===== config.mk =====
export PLATFORM = sky130hd
export DESIGN_NAME = regfile_mp_flat
export DESIGN_NICKNAME = d
export VERILOG_FILES = /design/src/rtl/regfile_mp_if.sv /design/src/rtl/regfile_mp.sv /design/src/flat_wrapper.sv
export SDC_FILE = /design/constraint.sdc
export NUM_CORES = 1
export LEC_CHECK = 0
export BUFFER_PORTS_ARGS = -buffer_cell sky130_fd_sc_hd__buf_2
export CORE_UTILIZATION = 60
export CTS_CLUSTER_SIZE = 20
export DETAILED_ROUTE_END_ITERATION = 12
export HOLD_SLACK_MARGIN = 0.02
export PLACE_DENSITY = 0.79
export RECOVER_POWER = 100
export SLEW_MARGIN = 20
export SYNTH_ARGS = -nofsm -noshare
export SYNTH_HDL_FRONTEND = slang
export SYNTH_SLANG_ARGS = --single-unit

===== constraint.sdc =====
create_clock -name clk -period 5.95 [get_ports clk]
set_input_delay 0.2975 -clock clk [delete_from_list [all_inputs] [get_ports clk]]
set_output_delay 0.2975 -clock clk [all_outputs]
set_load 0.05 [all_outputs]

===== src/rtl/regfile_mp_if.sv =====
// Port bundle for regfile_mp: write, read and scoreboard signals.
// The issue/datapath side uses master and the register file uses slave.
interface regfile_mp_if #(
    parameter int DATA_W = 8,
    parameter int ADDR_W = 3
);
    logic              we0;
    logic [ADDR_W-1:0] waddr0;
    logic [DATA_W-1:0] wdata0;
    logic              we1;
    logic [ADDR_W-1:0] waddr1;
    logic [DATA_W-1:0] wdata1;
    logic [ADDR_W-1:0] raddr1;
    logic [ADDR_W-1:0] raddr2;
    logic [DATA_W-1:0] rout1;
    logic [DATA_W-1:0] rout2;
    logic              rsv_en;
    logic [ADDR_W-1:0] rsv_addr;
    logic              rbusy1;
    logic              rbusy2;
    logic [ADDR_W:0]   busy_cnt;
    logic              wconf;

    modport master (
        output we0, waddr0, wdata0, we1, waddr1, wdata1,
        output raddr1, raddr2, rsv_en, rsv_addr,
        input  rout1, rout2, rbusy1, rbusy2, busy_cnt, wconf
    );

    modport slave (
        input  we0, waddr0, wdata0, we1, waddr1, wdata1,
        input  raddr1, raddr2, rsv_en, rsv_addr,
        output rout1, rout2, rbusy1, rbusy2, busy_cnt, wconf
    );
endinterface


===== src/rtl/regfile_mp.sv =====
// Dual-write, dual-read register file with write bypass, optional zero
// register and a per-register busy scoreboard for issue stalls.
module regfile_mp #(
    parameter int DATA_W   = 8,
    parameter int ADDR_W   = 3,
    parameter bit BYPASS   = 1'b1,
    parameter bit ZERO_REG = 1'b0
) (
    input  logic       clk,
    input  logic       areset_n,
    regfile_mp_if.slave bus
);
    localparam int DEPTH = 2 ** ADDR_W;

    logic [DATA_W-1:0] mem_r [DEPTH];
    logic [DEPTH-1:0]  busy_r;
    logic [DEPTH-1:0]  busy_nxt_s;
    logic [ADDR_W:0]   busy_cnt_r;
    logic              wconf_r;
    logic              we0_s;
    logic              we1_s;
    logic              rsv_s;
    logic              wconf_nxt_s;
    logic [DATA_W-1:0] rout1_s;
    logic [DATA_W-1:0] rout2_s;

    function automatic logic is_zero_addr(input logic [ADDR_W-1:0] addr);
        return (ZERO_REG == 1'b1) && (addr == {ADDR_W{1'b0}});
    endfunction

    function automatic logic [ADDR_W:0] popcount(input logic [DEPTH-1:0] vec);
        logic [ADDR_W:0] cnt;
        cnt = {(ADDR_W+1){1'b0}};
        for (int i = 0; i < DEPTH; i++) begin
            cnt = cnt + {{ADDR_W{1'b0}}, vec[i]};
        end
        return cnt;
    endfunction

    // Port 1 bypass is checked first so it wins when both ports hit the read address.
    function automatic logic [DATA_W-1:0] read_port(
        input logic [ADDR_W-1:0] ra,
        input logic [DATA_W-1:0] stored,
        input logic              we0_i,
        input logic [ADDR_W-1:0] wa0_i,
        input logic [DATA_W-1:0] wd0_i,
        input logic              we1_i,
        input logic [ADDR_W-1:0] wa1_i,
        input logic [DATA_W-1:0] wd1_i
    );
        logic [DATA_W-1:0] val;
        if (is_zero_addr(ra)) begin
            val = {DATA_W{1'b0}};
        end else if ((BYPASS == 1'b1) && we1_i && (wa1_i == ra)) begin
            val = wd1_i;
        end else if ((BYPASS == 1'b1) && we0_i && (wa0_i == ra)) begin
            val = wd0_i;
        end else begin
            val = stored;
        end
        return val;
    endfunction

    // Effective enables and next scoreboard state; reserve beats a same-cycle write.
    always_comb begin
        we0_s       = bus.we0 & ~is_zero_addr(bus.waddr0);
        we1_s       = bus.we1 & ~is_zero_addr(bus.waddr1);
        rsv_s       = bus.rsv_en & ~is_zero_addr(bus.rsv_addr);
        wconf_nxt_s = we0_s & we1_s & (bus.waddr0 == bus.waddr1);
        busy_nxt_s  = busy_r;
        for (int i = 0; i < DEPTH; i++) begin
            if (rsv_s && (bus.rsv_addr == ADDR_W'(i))) begin
                busy_nxt_s[i] = 1'b1;
            end else if ((we0_s && (bus.waddr0 == ADDR_W'(i))) ||
                         (we1_s && (bus.waddr1 == ADDR_W'(i)))) begin
                busy_nxt_s[i] = 1'b0;
            end else begin
                busy_nxt_s[i] = busy_r[i];
            end
        end
    end

    // Combinational read ports with optional write bypass.
    always_comb begin
        rout1_s = read_port(bus.raddr1, mem_r[bus.raddr1], we0_s, bus.waddr0,
                            bus.wdata0, we1_s, bus.waddr1, bus.wdata1);
        rout2_s = read_port(bus.raddr2, mem_r[bus.raddr2], we0_s, bus.waddr0,
                            bus.wdata0, we1_s, bus.waddr1, bus.wdata1);
    end

    // Storage array; port 1 data is kept when both ports hit the same register.
    always_ff @(posedge clk or negedge areset_n) begin
        if (!areset_n) begin
            for (int i = 0; i < DEPTH; i++) begin
                mem_r[i] <= {DATA_W{1'b0}};
            end
        end else begin
            for (int i = 0; i < DEPTH; i++) begin
                if (we1_s && (bus.waddr1 == ADDR_W'(i))) begin
                    mem_r[i] <= bus.wdata1;
                end else if (we0_s && (bus.waddr0 == ADDR_W'(i))) begin
                    mem_r[i] <= bus.wdata0;
                end else begin
                    mem_r[i] <= mem_r[i];
                end
            end
        end
    end

    // Scoreboard, busy count and write-collision pulse.
    always_ff @(posedge clk or negedge areset_n) begin
        if (!areset_n) begin
            busy_r     <= {DEPTH{1'b0}};
            busy_cnt_r <= {(ADDR_W+1){1'b0}};
            wconf_r    <= 1'b0;
        end else begin
            busy_r     <= busy_nxt_s;
            busy_cnt_r <= popcount(busy_nxt_s);
            wconf_r    <= wconf_nxt_s;
        end
    end

    assign bus.rout1    = rout1_s;
    assign bus.rout2    = rout2_s;
    assign bus.rbusy1   = busy_r[bus.raddr1];
    assign bus.rbusy2   = busy_r[bus.raddr2];
    assign bus.busy_cnt = busy_cnt_r;
    assign bus.wconf    = wconf_r;
endmodule


===== src/flat_wrapper.sv =====
// flat-port wrapper written by rule: the top's interface ports become plain ports
module regfile_mp_flat 
#(
    parameter int DATA_W   = 8,
    parameter int ADDR_W   = 3,
    parameter bit BYPASS   = 1'b1,
    parameter bit ZERO_REG = 1'b0
)
  (clk, areset_n, bus_we0, bus_waddr0, bus_wdata0, bus_we1, bus_waddr1, bus_wdata1, bus_raddr1, bus_raddr2, bus_rsv_en, bus_rsv_addr, bus_rout1, bus_rout2, bus_rbusy1, bus_rbusy2, bus_busy_cnt, bus_wconf);
  regfile_mp_if #(.DATA_W(DATA_W), .ADDR_W(ADDR_W)) bus_i ();
  input  logic clk;
  input  logic areset_n;
  input wire logic [$bits(bus_i.we0)-1:0] bus_we0;
  input wire logic [$bits(bus_i.waddr0)-1:0] bus_waddr0;
  input wire logic [$bits(bus_i.wdata0)-1:0] bus_wdata0;
  input wire logic [$bits(bus_i.we1)-1:0] bus_we1;
  input wire logic [$bits(bus_i.waddr1)-1:0] bus_waddr1;
  input wire logic [$bits(bus_i.wdata1)-1:0] bus_wdata1;
  input wire logic [$bits(bus_i.raddr1)-1:0] bus_raddr1;
  input wire logic [$bits(bus_i.raddr2)-1:0] bus_raddr2;
  input wire logic [$bits(bus_i.rsv_en)-1:0] bus_rsv_en;
  input wire logic [$bits(bus_i.rsv_addr)-1:0] bus_rsv_addr;
  output wire logic [$bits(bus_i.rout1)-1:0] bus_rout1;
  output wire logic [$bits(bus_i.rout2)-1:0] bus_rout2;
  output wire logic [$bits(bus_i.rbusy1)-1:0] bus_rbusy1;
  output wire logic [$bits(bus_i.rbusy2)-1:0] bus_rbusy2;
  output wire logic [$bits(bus_i.busy_cnt)-1:0] bus_busy_cnt;
  output wire logic [$bits(bus_i.wconf)-1:0] bus_wconf;
  assign bus_i.we0 = bus_we0;
  assign bus_i.waddr0 = bus_waddr0;
  assign bus_i.wdata0 = bus_wdata0;
  assign bus_i.we1 = bus_we1;
  assign bus_i.waddr1 = bus_waddr1;
  assign bus_i.wdata1 = bus_wdata1;
  assign bus_i.raddr1 = bus_raddr1;
  assign bus_i.raddr2 = bus_raddr2;
  assign bus_i.rsv_en = bus_rsv_en;
  assign bus_i.rsv_addr = bus_rsv_addr;
  assign bus_rout1 = bus_i.rout1;
  assign bus_rout2 = bus_i.rout2;
  assign bus_rbusy1 = bus_i.rbusy1;
  assign bus_rbusy2 = bus_i.rbusy2;
  assign bus_busy_cnt = bus_i.busy_cnt;
  assign bus_wconf = bus_i.wconf;
  regfile_mp #(.DATA_W(DATA_W), .ADDR_W(ADDR_W), .BYPASS(BYPASS), .ZERO_REG(ZERO_REG)) u_core (.clk(clk), .areset_n(areset_n), .bus(bus_i));
endmodule

# Word-level counts from Yosys, hierarchy flattened

Index checks and enable logic that the tools add are counted.

Bits in registers: 77
Bits of input ports: 36
Output and inout bits: 23
Logic and storage cells: 145

$lt $le $gt $ge: 4
Bitwise logic cells: 4
Mux-type cells: 46
Equal/unequal tests: 26
Reductions and logical operators: 47
$add $sub $neg: 7

Operators with widths:

| kind                                                                         | number |
|---|---|
| 8-bit 2-to-1 mux                                                             | 24 |
| 8-bit binary-select mux with 3-bit select                                    | 2 |
| 3-bit == test, second input constant                                         | 12 |
| 1-bit logical AND                                                            | 28 |
| 4-bit by 1-bit adder with 4-bit output                                       | 6 |
| 3-bit by 2-bit == test with 1-bit output, second input constant              | 6 |
| 1-bit 2-to-1 mux                                                             | 18 |
| 2-bit nonzero test                                                           | 8 |
| 3-bit == test                                                                | 5 |
| 3-bit by 1-bit == test with 1-bit output, second input constant              | 3 |
| 3-bit logical NOT                                                            | 3 |
| 4-bit greater-or-equal comparator, second input constant                     | 2 |
| 1-bit logical OR                                                             | 8 |
| 3-bit by 4-bit less-than comparator with 1-bit output, second input constant | 2 |
| 3-bit NOT with 4-bit output                                                  | 2 |
| 1-bit binary-select mux with 3-bit select                                    | 2 |
| 1-bit by 1-bit adder with 2-bit output                                       | 1 |
| 1-bit AND                                                                    | 2 |

# Longest topological paths before layout

Word-level depth: 12
Depth in mapped cells: 13
Depth with buffers taken out: 12

# Worst setup path before layout

No wires, ideal clock.

Path kind: input-to-reg
Start point: in bus_waddr1[2]
End point: reg u_core.busy_cnt_r[2], in the netlist u_core.bus.busy_cnt[2]
Data arrival time: 3489 ps
Path slack: 2338 ps
Buffers on the path: 1
Setup time: 123 ps
Data required time: 5827 ps
Stages: 13
Cells stage by stage: buf_2 -> nand2b_1 -> nor3_2 -> nand2b_1 -> o32ai_1 -> ha_1 -> fa_1 -> inv_1 -> fa_1 -> inv_1 -> fa_1 -> fa_1 -> xor2_1

Word-level cells in the longest chain between the ends: 12
Elaborated cells on any way between the ends: 47
Those cells by class: 7 x add/sub; 7 x eq/ne; 16 x mux; 17 x reduce/logical

RTL lines:

| element                                              | line               | RTL |
|---|---|---|
| from (decl)                                          | flat_wrapper.sv:17 | `input wire logic [$bits(bus_i.waddr1)-1:0] bus_waddr1;` |
| 3-bit logical NOT                                    | regfile_mp.sv:75   | `(we1_s && (bus.waddr1 == ADDR_W'(i)))) begin` |
| 1-bit logical AND                                    | regfile_mp.sv:75   |  |
| 1-bit logical OR                                     | regfile_mp.sv:74   | `end else if ((we0_s && (bus.waddr0 == ADDR_W'(i))) \|\|` |
| 1-bit 2-to-1 mux                                     | regfile_mp.sv:74   |  |
| 1-bit 2-to-1 mux                                     | regfile_mp.sv:72   | `if (rsv_s && (bus.rsv_addr == ADDR_W'(i))) begin` |
| net u_core.busy_nxt_s[0]                             | regfile_mp.sv:17   | `logic [DEPTH-1:0] busy_nxt_s;` |
| 1-bit by 1-bit adder with 2-bit output               | regfile_mp.sv:35   | `cnt = cnt + {{ADDR_W{1'b0}}, vec[i]};` |
| 4-bit by 1-bit adder with 4-bit output (6 in series) | regfile_mp.sv:35   |  |
| to (signal assigned)                                 | regfile_mp.sv:114  | `busy_cnt_r <= {(ADDR_W+1){1'b0}};` |
| to (signal assigned)                                 | regfile_mp.sv:118  | `busy_cnt_r <= popcount(busy_nxt_s);` |
| to (decl)                                            | regfile_mp.sv:18   | `logic [ADDR_W:0] busy_cnt_r;` |

The timed path passes the listed nets, and every way through them passes these cells.
A chain may end at the register's enable or synchronous reset.

# Final worst setup path

Start point: in bus_we0
End point: reg u_core.busy_cnt_r[2], in the netlist u_core.bus.busy_cnt[2]

Word-level cells in the longest chain between the ends: 11
Elaborated cells on any way between the ends: 39
Those cells by class: 7 x add/sub; 16 x mux; 16 x reduce/logical

RTL lines:

| element                                              | line               | RTL |
|---|---|---|
| from (decl)                                          | flat_wrapper.sv:13 | `input wire logic [$bits(bus_i.we0)-1:0] bus_we0;` |
| 1-bit logical AND                                    | regfile_mp.sv:74   |  |
| 1-bit logical OR                                     | regfile_mp.sv:74   |  |
| 1-bit 2-to-1 mux                                     | regfile_mp.sv:74   |  |
| 1-bit 2-to-1 mux                                     | regfile_mp.sv:72   |  |
| net u_core.busy_nxt_s[0]                             | regfile_mp.sv:17   |  |
| 1-bit by 1-bit adder with 2-bit output               | regfile_mp.sv:35   |  |
| 4-bit by 1-bit adder with 4-bit output (6 in series) | regfile_mp.sv:35   |  |

The timed path passes the listed nets, and every way through them passes these cells.

==> results.tsv <==
stage	metric	value	unit
setup_path	reg2reg_from	u_core.busy_r[1]$_DFF_PN0_	
setup_path	critPathSlowestCell	clkbuf_1	
setup_path	r2r_cells	10	
cts	ctsHtreeMaxLevel	3	
timing	clock.fmax	245.4	MHz
cts	clk_path_buf_depth	2	
routing	drc	8	
setup_path	crit_path_max_incr_delay	0.58	ns
setup_path	r2r-end	u_core.bus.busy_cnt[2]$_DFF_PN0_	
place	portBuffers	58	
pwr	clock_power_share	23.4	%
place	gp_congestion	0.8304	
routing	routed_wl	14680	um
timing	slew_viol_final	42	
setup_path	critPathArrivalTime	4.31	ns
setup_path	path_buf_inv	4	
yosys	ys_seq_area_share	34.75	%
setup_path	cp_max_fo	9	
cts	clk_latency	0.35	ns
timing	setup_viol	0	
pwr	powerDensity	316.3	nW/um2
yosys	synth_area_per_cell	11.05	um2
timing	fin_skew	0.004670	ns
cts	cts_tree	done	
place	place_area	5767	um2
finish	syn_to_final_growth	6.814	%
global_route	grt_max_degree	78	
setup_path	critPathLaunch	bus_we0	
pwr	p_seq_share	38.6	%
setup_path	crit_top_cell	fa_1	
finish	drive_above_1_share	15.43	%
yosys	syn-num-nets	545	
place	pre_cts_ws	2.085	ns
global_route	grt_pass1_vias	4141	
finish	finalInstanceArea	5923	um2
cts	clock-sinks	77	
setup_path	end_kind	flop	
yosys	yosysUniqueCellTypes	35	
routing	drt_iter0_markers	331	
setup_path	reg2reg_slack	2.68	ns
setup_path	cp.required	6.19	ns
routing	ant_nets	0	
run_status	status	finished with violations	
timing	min_period	4.074	ns
timing	tns	0	ns
setup_path	path_class	in2reg	
timing	rsz0062_at_grt	false	
floorplanning	dieArea	9630	um2
cts	cts_made_buffers	9	
floorplanning	initial_core_util	62.67	%
pwr	p_sw_share	38.07	%
floorplanning	die_w	98.14	um
pwr	fin_total_pwr	1.874	mW
timing	worst_pin_slew	1.651	ns
yosys	ys.flop_type	dfrtp_1	
cts	cts_setup_buffers	0	
routing	vias	4262	
floorplanning	core_area	8848	um2
cts	cts_root_buffer	clkbuf_8	
routing	wl_per_cell	22.73	um
setup_path	critical-path-top-delay-family	adder cells	
yosys	synth_cells	502	
cts	cts_resized	0	
timing	finalHoldViolations	0	
place	dp.final_hpwl	9287	um
routing	first_pass_iters	9	
routing	vias_per_cell	6.598	
yosys	synth_edf_count	0	
timing	fin_crit_sh	68.47	%
global_route	grt_usage	31.91	%
global_route	grt_antenna_before_repair	0	
finish	layout.nets	576	
finish	fillers	680	
worst_hold_path	hold_class	in2reg	
flow_run	drv_cap	2	
run_status	violations	DRC, capacitance limit, slew limit	
pwr	max-vdd-ir-drop	0.2273	mV
global_route	grt_pass1_wl	22920	um
yosys	yosys_register_bits	77	
pwr	combPwrFrac	38.0	%
yosys	netlist_area	5545	um2
yosys	yosysWarnings	0	
setup_path	start_kind	primary input	
global_route	gr-total-overflow	0	
finish	layout_common_cells	80 x mux2i_1, 77 x dfrtp_1, 52 x nand2_1	
cts	clkTransAtPathRegs	0.08	ns
timing	fin_ws	1.876	ns
floorplanning	die_y	98.14	um
setup_path	cp-endpoint	u_core.bus.busy_cnt[2]$_DFF_PN0_	
timing	slew_headroom	-10.05	%
pwr	leakagePower	2.659	nW
setup_path	path_cells	clkbuf_1 > nand2b_1 > nor3_2 > clkbuf_1 > o32ai_1 > ha_1 > fa_1 > inv_1 > fa_1 > inv_1 > fa_1 > fa_1 > xor2_1	
yosys	async_flop_share	100.0	%
finish	fin_util	66.94	%
pwr	power.internal	1.160	mW
floorplanning	ioPinCount	59	
finish	diodes	0	
setup_path	cp.depth	13	
floorplanning	rows	34	
finish	layout_commonest_cell	mux2i_1	
pwr	switchingPower	713.3	uW
worst min-delay path by stage:
stage / startpoint / to / slack [ns] / cells after the start
after global placement: areset_n / u_core.bus.wconf$_DFF_PN0_ / 0.50 / 1
after global routing: bus_rsv_addr[0] / u_core.busy_r[0]$_DFF_PN0_ / 0.24 / 2
after CTS: areset_n / u_core.bus.wconf$_DFF_PN0_ / 0.14 / 1
after detailed placement: areset_n / u_core.bus.wconf$_DFF_PN0_ / 0.50 / 1
after floorplan: areset_n / u_core.bus.busy_cnt[0]$_DFF_PN0_ / 0.002 / 0
final: bus_rsv_addr[1] / u_core.busy_r[0]$_DFF_PN0_ / 0.26 / 2
sequential cells by signal, indices dropped and copies added (netlist names):
name                 count
u_core.bus.busy_cnt      4
u_core.bus.wconf         1
u_core.busy_r            8
u_core.mem_r            64
timing repair:
item,CTS,global route
hold buffers,0,1
hold endpoints to repair,0,12
endpoints found under the setup margin,0,0
cells in the mapped netlist (4+ instances only):
master / n / share of area (%)
inv_1: 7 / 0.47
a21oi_1: 33 / 3.0
buf_2: 17 / 1.5
nand3_1: 5 / 0.45
mux2_2: 18 / 3.7
xnor2_1: 13 / 2.1
nand2_1: 52 / 3.5
dfrtp_1: 77 / 35
nor2_1: 32 / 2.2
mux4_1: 34 / 16
buf_6: 6 / 1.2
mux2i_1: 80 / 14
buf_4: 7 / 0.95
clkbuf_1: 17 / 1.2
o32ai_1: 4 / 0.63
clkbuf_8: 4 / 0.99
nand4b_1: 6 / 0.95
o21ai_1: 48 / 4.3
nand2b_1: 7 / 0.79
fa_1: 4 / 1.4
cells by family after synthesis:
family	synth area share, %
compound gates	8.348
xor+xnor	2.527
fa+ha+maj	2.121
buf+inv	6.588
flops	34.75
mux	35.02
simple gates	10.65
power groups by stage:
stage	Combinational (mW)	Clock [mW]	Sequential (mW)
floorplan	0.545	0	0.738
global placement	0.704	0	0.718
detailed placement	0.727	0	0.728
CTS	0.730	0.446	0.720
global route	0.769	0.471	0.737
finish	0.712	0.438	0.723
per-layer routing:
metal  track usage [%]  part of all wire [%]  wire length [um]  up-vias
met5                 0                     0                 0        -
met4             12.28                   3.0               447        0
met3             5.225                   7.5              1101       32
met2             49.89                    47              6884      215
met1             45.18                    43              6251     2100
li1                  -                     -                 -     1915
stage by stage:
step	hold WS, ns	std cells
6_report	0.2578	646
5_1_grt	0.2402	646
4_1_cts	0.1386	645
3_5_place_dp	0.5006	629
3_3_place_gp	0.5031	629
2_1_floorplan	0.001909	502
area by class of cell:
type | instances | area [um2] | area share (%)
multi-input cells | 364 | 3258 | 55.01
inverters | 7 | 26.28 | 0.4436
clock inverters | 6 | 87.58 | 1.479
clock buffers | 10 | 127.6 | 2.155
well taps | 108 | 135.1 | 2.281
repair buffers | 74 | 361.6 | 6.105
flip-flops and latches | 77 | 1927 | 32.53
No activity file was read; power rests on OpenSTA's default activity.
